[config.mk]
export PLATFORM = sky130hd
export DESIGN_NAME = run_length_detector
export DESIGN_NICKNAME = d
export VERILOG_FILES = /design/src/rtl/run_det_pkg.sv /design/src/rtl/sat_counter.sv /design/src/rtl/run_length_detector.sv
export SDC_FILE = /design/constraint.sdc
export NUM_CORES = 1
export LEC_CHECK = 0
export BUFFER_PORTS_ARGS = -buffer_cell sky130_fd_sc_hd__buf_2
export CORE_UTILIZATION = 23
export DETAILED_ROUTE_END_ITERATION = 8
export HOLD_SLACK_MARGIN = 0.08
export PLACE_DENSITY = 0.45
export SLEW_MARGIN = 30
export SYNTH_ARGS = -nofsm -noshare
export SYNTH_HDL_FRONTEND = slang
export SYNTH_SLANG_ARGS = --single-unit
[constraint.sdc]
create_clock -name clk -period 3.7 [get_ports clk]
set_clock_uncertainty 0.1 [all_clocks]
set_input_delay 0.74 -clock clk [delete_from_list [all_inputs] [get_ports clk]]
set_output_delay 0.74 -clock clk [all_outputs]
set_load 0.01 [all_outputs]
[src/rtl/run_det_pkg.sv]
// run_det_pkg: shared state encoding for the run-length detector
package run_det_pkg;
    typedef enum logic [1:0] {
        ST_IDLE = 2'b00,
        ST_RUN  = 2'b01,
        ST_SAT  = 2'b10
    } state_t;
endpackage

[src/rtl/sat_counter.sv]
// sat_counter: up-counter that sticks at all-ones, with sync clear and hold
module sat_counter #(
    parameter int W = 4
) (
    input  logic         clk,
    input  logic         rst,
    input  logic         clr,
    input  logic         hold,
    input  logic         inc,
    output logic [W-1:0] q
);
    // clear beats hold; increment stops at all-ones instead of wrapping
    always_ff @(posedge clk) begin
        if (!rst || clr)
            q <= '0;
        else if (!hold && inc && q != '1)
            q <= q + W'(1);
    end
endmodule

[src/rtl/run_length_detector.sv]
// run_length_detector: measures runs of an active symbol and pulses when a qualifying run ends
module run_length_detector
    import run_det_pkg::*;
#(
    parameter int CNT_W   = 4,
    parameter int MIN_RUN = 1,
    parameter int TALLY_W = 8
) (
    input  logic               clk,
    input  logic               rst,
    input  logic               en,
    input  logic               clr,
    input  logic               polarity,
    input  logic               in,
    output logic               out,
    output logic [CNT_W-1:0]   run_len,
    output logic               sat,
    output logic [TALLY_W-1:0] run_count,
    output logic [1:0]         out_state
);
    localparam logic [CNT_W-1:0] MAXC    = '1;
    localparam logic [CNT_W-1:0] MIN_L   = CNT_W'(MIN_RUN);
    localparam bit               ONE_MAX = (CNT_W == 1);

    state_t           state, state_nx;
    logic             mode, eff_mode, b, end_run, cnt_inc, qualify;
    logic [CNT_W-1:0] cnt;

    // next state, counter strobes and run-end qualification; in IDLE the incoming polarity is used immediately
    always_comb begin
        eff_mode = (state == ST_IDLE) ? polarity : mode;
        b        = in ^ eff_mode;
        state_nx = state;
        end_run  = 1'b0;
        cnt_inc  = 1'b0;
        case (state)
            ST_IDLE: begin
                cnt_inc  = b;
                state_nx = !b ? ST_IDLE : (ONE_MAX ? ST_SAT : ST_RUN);
            end
            ST_RUN: begin
                cnt_inc  = b;
                end_run  = !b;
                state_nx = !b ? ST_IDLE : ((cnt + CNT_W'(1) == MAXC) ? ST_SAT : ST_RUN);
            end
            ST_SAT: begin
                cnt_inc  = b;
                end_run  = !b;
                state_nx = b ? ST_SAT : ST_IDLE;
            end
            default: state_nx = ST_IDLE;
        endcase
        qualify = en && end_run && (cnt >= MIN_L);
    end

    // state, captured polarity and registered pulse outputs
    always_ff @(posedge clk) begin
        if (!rst || clr) begin
            state   <= ST_IDLE;
            mode    <= 1'b0;
            out     <= 1'b0;
            run_len <= '0;
            sat     <= 1'b0;
        end else if (!en) begin
            out <= 1'b0;
        end else begin
            state <= state_nx;
            if (state == ST_IDLE)
                mode <= polarity;
            out <= qualify;
            if (qualify) begin
                run_len <= cnt;
                sat     <= (state == ST_SAT);
            end
        end
    end

    sat_counter #(.W(CNT_W)) u_cnt (
        .clk  (clk),
        .rst  (rst),
        .clr  (clr || (en && end_run)),
        .hold (!en),
        .inc  (cnt_inc),
        .q    (cnt)
    );

    sat_counter #(.W(TALLY_W)) u_tally (
        .clk  (clk),
        .rst  (rst),
        .clr  (clr),
        .hold (!en),
        .inc  (qualify),
        .q    (run_count)
    );

    assign out_state = state;
endmodule

-- Word-level counts from Yosys, hierarchy flattened
Cells that the tools add are included.
- mux-type cells: 8
- reductions and logical operators: 16
- shift operators: 0
- multipliers: 0
- $lt $le $gt $ge: 1
- $add $sub $neg: 2
- equality and inequality tests: 5
- divide/modulo/power cells: 0
- bitwise operators: 2
- operator list (cell ; number):
    $add A8 B1 Y8 const B ; 1
    $ne A8 B8 Y1 const B ; 1
    $logic_and A1 B1 Y1 ; 6
    $mux W2 ; 3
    $pmux W2 S3 ; 1
    $add A4 B1 Y4 const B ; 1
    $eq A4 B4 Y1 const B ; 1
    $ge A4 B1 Y1 const B ; 1
    $mux W1 ; 4
    $ne A4 B4 Y1 const B ; 1
    $reduce_or A2 Y1 ; 2
    $logic_or A1 B1 Y1 ; 3
    $reduce_or A3 Y1 ; 1
    $eq A2 B1 Y1 const B ; 1
    $eq A2 B2 Y1 const B ; 1
    $logic_not A1 Y1 ; 2
    $logic_not A2 Y1 ; 1
    $reduce_and A2 Y1 ; 1
    $not A1 Y1 ; 1
    $xor A1 B1 Y1 ; 1
- latch bits: 0
- ROM bits: 0
- memories kept: 0
- flip-flop bits (word level): 21
- word-level logic and storage cells: 41
- memory bits (writable): 0
- output and inout bits: 16
- input bits: 6

-- Depth between registers and ports, before layout
Gate-level depths: netlist of run 1.
- depth in word-level cells: 9
- gate-level depth with buffers: 7
- depth with buffers taken out: 7

-- Hierarchy
From an unflattened synthesis of run 1, not the netlist that was laid out.
- cells, all modules: 130
- area, all modules: 1189.9 sq um
- by module, submodules not included (module ; cells an instance ; area an instance (sq um) ; sequential area each (sq um) ; instances):
    run_length_detector ; 59 ; 524.3 ; 180.2 ; 1
    sat_counter (u_tally) ; 49 ; 461.7 ; 160.2 ; 1
    sat_counter (u_cnt) ; 22 ; 203.9 ; 80.1 ; 1

-- Worst setup path before layout of run 1
Ideal clock, no wire load.
- kind: flip-flop to flip-flop
- from: reg state[0] (netlist: out_state[0])
- to: reg u_tally.q[2]
- path slack: 1543 ps
- setup time: 116 ps
- period minus slack after synthesis: 2157 ps
- data required time: 3484 ps
- cell stages (with the launch flop): 8
- data arrival time: 1941 ps
- cell sequence: dfxtp_1 -> inv_1 -> ha_1 -> mux2i_1 -> mux2_4 -> nor3_4 -> a21oi_1 -> a31o_1
- word-level cells in the longest chain between the ends: 9
- elaborated cells on any way between the ends: 12
- classes of those cells: 2 x eq/ne; 2 x mux; 1 x bitwise; 7 x reduce/logical
- RTL lines (item ; line ; RTL):
    start: declaration ; run_length_detector.sv:25 ; state_t state, state_nx;
    start signal: assignment ; run_length_detector.sv:67 ; state <= state_nx;
    $logic_not A2 Y1 ; run_length_detector.sv:31 ; eff_mode = (state == ST_IDLE) ? polarity : mode;
    $mux W1 ; n/a ;
    $xor A1 B1 Y1 ; run_length_detector.sv:32 ; b = in ^ eff_mode;
    $logic_not A1 Y1 ; run_length_detector.sv:43, run_length_detector.sv:48 ;
    $mux W1 (*) ; n/a ;
    $logic_and A1 B1 Y1 (*) (2 in a row) ; run_length_detector.sv:53 ; qualify = en && end_run && (cnt >= MIN_L);
    $logic_and A1 B1 Y1 (*) (2 in a row) ; sat_counter.sv:16 ; else if (!hold && inc && q != '1)
    end signal: assignment ; sat_counter.sv:17 ; q <= q + W'(1);
    end: declaration ; sat_counter.sv:10 ; output logic [W-1:0] q
Every way passes the cells marked *; elsewhere a longest branch is shown, timed or not.
A chain may end at the register's enable or synchronous reset.

-- Worst setup path after layout of run 1
Same ends and word-level chain as after synthesis.

==> flow_summary.json, run 1 <==
{
  "utilization_pct": 28.9,
  "vias": 948,
  "grt_max_degree": 17,
  "start_kind": "flip-flop",
  "placed_cells": 215,
  "core_area_um2": 4850,
  "hp-start": "mode",
  "fin_ws_ns": 1.40,
  "grt_pass1_vias": 1021,
  "first_pass_iters": 3,
  "first_iter_violations": 21,
  "final-max-slew-violation-count": 0,
  "n_antenna_cell": 0,
  "drv_cap": 0,
  "nNetsFinal": 169,
  "total_power_mw": 0.417,
  "p_per_area_nw_per_um2": 298,
  "fp.dieW_um": 73.7,
  "yosysSeqAreaShare_pct": 35.6,
  "drive_above_1_share_pct": 21.7,
  "htree_levels": 1,
  "cp.arrival_ns": 2.36,
  "end_kind": "flip-flop",
  "io_buffers": 21,
  "dp_slack_ns": 1.37,
  "track_usage_pct": 10.6,
  "synth_area_per_cell_um2": 9.03,
  "die_y_um": 73.7,
  "fmax_ghz": 0.434,
  "initial_core_util_pct": 24.4,
  "viasPerCell": 4.33,
  "yosysUniqueCellTypes": 37,
  "antenna_found_initial": 0,
  "tightest_slew_ns": 0.668,
  "ant_nets": 0,
  "post_drt_wl_per_cell_um": 11.4,
  "synth_nets": 147,
  "cts_setup_buffers": 0,
  "synth_seq_cells": 21,
  "rsz0062_at_grt": "no",
  "reg2reg_slack_ns": 1.40,
  "outcome": "finished, final reports clean",
  "ctsHoldBuffers": 0,
  "cts_buffer_depth": 2,
  "hpwl_um": 1930,
  "drc": 0,
  "hold_path.class": "reg2reg",
  "whs_endpoint": "mode",
  "die_area_um2": 5430,
  "cts_resized": 0,
  "cts.sinks": 21,
  "setup_tns_ns": 0,
  "p_leak_nw": 0.543,
  "finalSetupViolCount": 0,
  "vdd_drop_max_v": 0.000128,
  "min_path_cells": 2,
  "rr_endpoint": "u_tally.q[2]",
  "place_area_um2": 1360,
  "rows": 25,
  "syn_inst": 131,
  "required_ns": 3.76,
  "stdcell_count": 219,
  "grt_pass1_wl_um": 4490,
  "worstPathMaxFanout": 10,
  "clkLatencyLatePin_ns": 0.26,
  "post-route-period-util_pct": 62.2,
  "post-route-min-period_ns": 2.30,
  "synthesis.area_um2": 1180,
  "clock-root-buffer": "clkbuf_8",
  "clkTransAtPathRegs_ns": 0.08,
  "hold_viol_final": 0,
  "maxSlewHeadroom_pct": 55.5,
  "cts_tree": "built",
  "reg2regPathDepth": 7,
  "totalWireLength_um": 2510,
  "fin_hold_ws_ns": 0.360,
  "synth_warnings": 0,
  "worstSetupPathType": "reg2reg",
  "n_fill_cell": 525,
  "routabilityCongestion": 0.810,
  "timing.rr.start": "out_state[0]",
  "numCtsBuffers": 3,
  "final_cell_area_um2": 1400,
  "io_pins": 22,
  "grt-ovfl-total": 0,
  "syn_to_final_growth_pct": 18.5
}
[worst max-delay path, cell delays in order, from the launching register on]
cell,delay [ns]
dfxtp_1,0.44
inv_1,0.11
ha_1,0.26
mux2i_1,0.29
mux2_4,0.42
nor3_4,0.29
a21oi_1,0.10
a31o_1,0.18
[synthesized netlist by cell type]
cell type | count | area share, %
a21oi_1 | 6 | 2.5
a31o_1 | 1 | 0.74
a31oi_1 | 1 | 0.53
a32oi_1 | 2 | 1.5
and2_1 | 1 | 0.53
and3_1 | 2 | 1.1
and4b_1 | 1 | 0.85
clkbuf_1 | 3 | 0.95
clkbuf_2 | 1 | 0.42
dfxtp_1 | 21 | 36
ha_1 | 10 | 11
inv_1 | 6 | 1.9
mux2_4 | 1 | 1.3
mux2i_1 | 5 | 4.2
nand2_1 | 9 | 2.9
nand2b_1 | 2 | 1.1
nand3_1 | 9 | 3.8
nand3b_1 | 2 | 1.3
nand4_1 | 3 | 1.6
nor2_1 | 17 | 5.4
nor2_4 | 1 | 0.95
nor2b_1 | 1 | 0.53
nor3_1 | 2 | 0.85
nor3_2 | 2 | 1.7
nor3_4 | 1 | 1.4
nor3b_1 | 1 | 0.64
nor4_4 | 1 | 1.8
nor4b_4 | 1 | 2.0
o211ai_1 | 1 | 0.64
o21a_1 | 1 | 0.64
o21ai_0 | 4 | 1.7
o21ai_1 | 1 | 0.42
o22a_2 | 1 | 0.85
or3_1 | 1 | 0.53
or4b_1 | 1 | 0.85
xnor2_1 | 7 | 5.2
xor2_1 | 1 | 0.74
[report_power, final]
group	internal, mW	switching [mW]	total, mW	leakage [nW]
sequential	0.227	0.00235	0.230	0.169
combinational	0.0127	0.0206	0.0333	0.348
clock	0.0751	0.0789	0.154	0.0255
[metal layers]
layer	track usage, %	routed length [µm]	vias to the layer above
met5	0	0	-
met4	2.35	16	0
met3	2.88	89	2
met2	17.8	1150	18
met1	13.5	1250	432
li1	-	-	496
[kinds of logic (layout without fill, tap and decap cells)]
kind of cell | Yosys count | in the layout | synth area share, %
simple gates | 58 | 58 | 29.6
flops | 21 | 21 | 35.6
compound gates | 18 | 18 | 9.52
fa+ha+maj | 10 | 10 | 10.6
buf+inv | 10 | 31 | 3.28
xor+xnor | 8 | 8 | 5.93
mux | 6 | 6 | 5.50
[worst max path at each step]
| stage | slack (ns) | startpoint | cells past startpoint | endpoint |
|---|---|---|---|---|
| 3_5_place_dp | 1.37 | polarity | 6 | u_tally.q[2] |
| 2_1_floorplan | 1.54 | out_state[0] | 7 | u_tally.q[2] |
| 5_1_grt | 1.23 | out_state[0] | 7 | u_tally.q[2] |
| 3_3_place_gp | 1.40 | polarity | 6 | u_tally.q[2] |
| 4_1_cts | 1.38 | out_state[0] | 7 | u_tally.q[2] |
| 6_report | 1.40 | out_state[0] | 7 | u_tally.q[2] |
[final cells by class]
class / count / area (µm²) / share of cell area [%]
timing repair buffer: 21 / 105 / 7.50
tap: 67 / 83.8 / 5.98
sequential: 21 / 420 / 30.0
inverter: 6 / 22.5 / 1.61
clock inverter: 1 / 5.00 / 0.357
multi-input combinational: 100 / 723 / 51.6
clock buffer: 3 / 41.3 / 2.95
[cell usage in the layout, fill, tap and decap left out, types with 4 or more instances in the layout]
cell type | Yosys | layout
o21ai_0 | 4 | 4
nand3_1 | 9 | 9
mux2i_1 | 5 | 5
ha_1 | 10 | 10
inv_1 | 6 | 6
buf_2 | 0 | 21
a21oi_1 | 6 | 6
nor2_1 | 17 | 17
nand2_1 | 9 | 9
dfxtp_1 | 21 | 21
xnor2_1 | 7 | 7
[registers in the layout (all words and copies together) (netlist names)]
| register | cells |
|---|---|
| out | 1 |
| u_tally.q | 8 |
| u_cnt.q | 4 |
| run_len | 4 |
| out_state | 2 |
| sat | 1 |
| mode | 1 |
Power figures use the tool's default switching activity.
==> run 2, diff against run 1 <==
--- a/config.mk
+++ b/config.mk
@@ -9,7 +9,7 @@
 export CORE_UTILIZATION = 23
 export DETAILED_ROUTE_END_ITERATION = 8
 export HOLD_SLACK_MARGIN = 0.08
-export PLACE_DENSITY = 0.45
+export PLACE_DENSITY = 0.46
 export SLEW_MARGIN = 30
 export SYNTH_ARGS = -nofsm -noshare
 export SYNTH_HDL_FRONTEND = slang
==> constraint.sdc (replaced) <==
create_clock -name clk -period 1.9 [get_ports clk]
set_clock_uncertainty 0.1 [all_clocks]
set_input_delay 0.38 -clock clk [delete_from_list [all_inputs] [get_ports clk]]
set_output_delay 0.38 -clock clk [all_outputs]
set_load 0.01 [all_outputs]
==> run 2 against run 1 <==
Compared with the run above: global-route usage down 0.097 points; combinational power grew to 2.8 times the previous value; clock power rose by 96%; flip-flop and latch count unchanged; fmax up 22%; total power increased by 100%; final cell count up 5.0%; largest power group unchanged; utilization rose by 2.6 points; count of clock-buffer cells in the layout stayed put.
==> flow_summary.json, run 2 (same netlist as run 1, synthesis figures left out) <==
{
  "outcome": "finished, final reports clean",
  "first_pass_iters": 4,
  "drc": 0,
  "regMostFlops": "u_tally.q",
  "finalSetupViolCount": 0,
  "hold_path.class": "in2reg",
  "grt_pass1_vias": 965,
  "clock-root-buffer": "clkbuf_8",
  "maxSlewHeadroom_pct": 62.9,
  "initial_core_util_pct": 24.4,
  "vdd_drop_max_v": 0.000257,
  "die_y_um": 73.7,
  "htree_levels": 1,
  "fmax_ghz": 0.531,
  "drive_above_1_share_pct": 35.0,
  "required_ns": 1.95,
  "grt-ovfl-total": 0,
  "totalWireLength_um": 2770,
  "grt_pass1_wl_um": 4460,
  "cp.arrival_ns": 1.94,
  "antenna_found_initial": 0,
  "post-route-period-util_pct": 99.2,
  "clkLatencyLatePin_ns": 0.26,
  "p_per_area_nw_per_um2": 550,
  "nNetsFinal": 180,
  "max_stage_delay_ns": 0.40,
  "end_kind": "flip-flop",
  "syn_to_final_growth_pct": 29.1,
  "worstSetupPathType": "reg2reg",
  "crit_buf_inv": 1,
  "fin_hold_ws_ns": 0.310,
  "reg_top3": "u_tally.q (8), run_len (4), u_cnt.q (4)",
  "crit_family": "multiplexers",
  "largest_reg_flops": 8,
  "crit_chain": "inv_2 -> ha_4 -> mux2i_4 -> mux2_4 -> nor2_4 -> and4b_1 -> nor3_1",
  "rsz0062_at_grt": "yes",
  "hpwl_um": 2100,
  "ctsHoldBuffers": 0,
  "n_antenna_cell": 0,
  "first_iter_violations": 23,
  "start_kind": "flip-flop",
  "layout_commonest_cell": "buf_2",
  "clkTransAtPathRegs_ns": 0.08,
  "layout_common_cells": "buf_2, nor2_1, dfxtp_1, buf_4",
  "ant_nets": 0,
  "slowest_stage": "mux2_4",
  "tightest_slew_ns": 0.554,
  "cts_buffer_depth": 2,
  "numCtsBuffers": 3,
  "track_usage_pct": 10.5,
  "io_buffers": 21,
  "vias": 1030,
  "post-route-min-period_ns": 1.88,
  "io_pins": 22,
  "hold_viol_final": 0,
  "final-max-slew-violation-count": 0,
  "core_area_um2": 4850,
  "post_drt_wl_per_cell_um": 12.0,
  "fp.dieW_um": 73.7,
  "ff_latch_area_um2": 425,
  "routabilityCongestion": 0.885,
  "multi_input_area_um2": 761,
  "drv_cap": 0,
  "worstPathMaxFanout": 8,
  "die_area_um2": 5430,
  "cts.sinks": 21,
  "grt_max_degree": 15,
  "cts_tree": "built",
  "viasPerCell": 4.48,
  "rows": 25,
  "n_fill_cell": 517,
  "setup_tns_ns": 0,
  "p_leak_nw": 0.590
}
## run 2: final timing paths
| check | slack (ns) | cells after the start | end | from |
|---|---|---|---|---|
| min reg2reg | 0.38 | 2 | u_tally.q[1] | u_tally.q[1] |
| max reg2reg | 0.02 | 7 | u_tally.q[6] | out_state[0] |
| max | 0.02 | 7 | u_tally.q[6] | out_state[0] |
| min | 0.31 | 3 | mode | polarity |
## run 2: layer usage
metal  routed length, µm  vias up  part of all wire (%)  global-route usage (%)
met5                   0        -                     0                       0
met4                  13        0                  0.47                    1.50
met3                 103        2                   3.7                    3.16
met2                1350       18                    49                    18.0
met1                1300      486                    47                    13.2
li1                    -      524                     -                       -
## run 2: repair_timing
item	in CTS	in global routing
endpoints found under the setup margin	5	11
pin swaps	3	7
setup buffers	1	0
resized for setup	1	7
## run 2: tightest hold or removal path: stages
cell and delay (ns):
buf_2 0.12, nand3_1 0.07, a21oi_1 0.05
## run 2: stage by stage
step	setup WS (ns)	utilization (%)	total power, mW	instance area, µm²	instances
after CTS	-0.00554	31.2	0.853	1510	230
after detailed placement	-0.00852	30.1	0.543	1460	225
after global placement	0.0482	30.1	0.542	1460	225
after floorplan	-0.00875	-	0.511	1210	131
final	0.0158	31.5	0.840	1530	230
after global routing	-0.0606	31.5	0.874	1530	230
## run 2: final cells by class
cell class                      instances  area share (%)
Clock inverter                          1           0.328
Tap cell                               67            5.49
Clock buffer                            3            2.70
Sequential cell                        21            27.9
Timing Repair Buffer                   32            12.3
Multi-Input combinational cell        100            49.8
Inverter                                6            1.48
## run 2: report_power, final
group / internal, mW / switching, mW
Sequential: 0.443 / 0.00285
Clock: 0.146 / 0.156
Combinational: 0.0430 / 0.0488
Total: 0.632 / 0.208
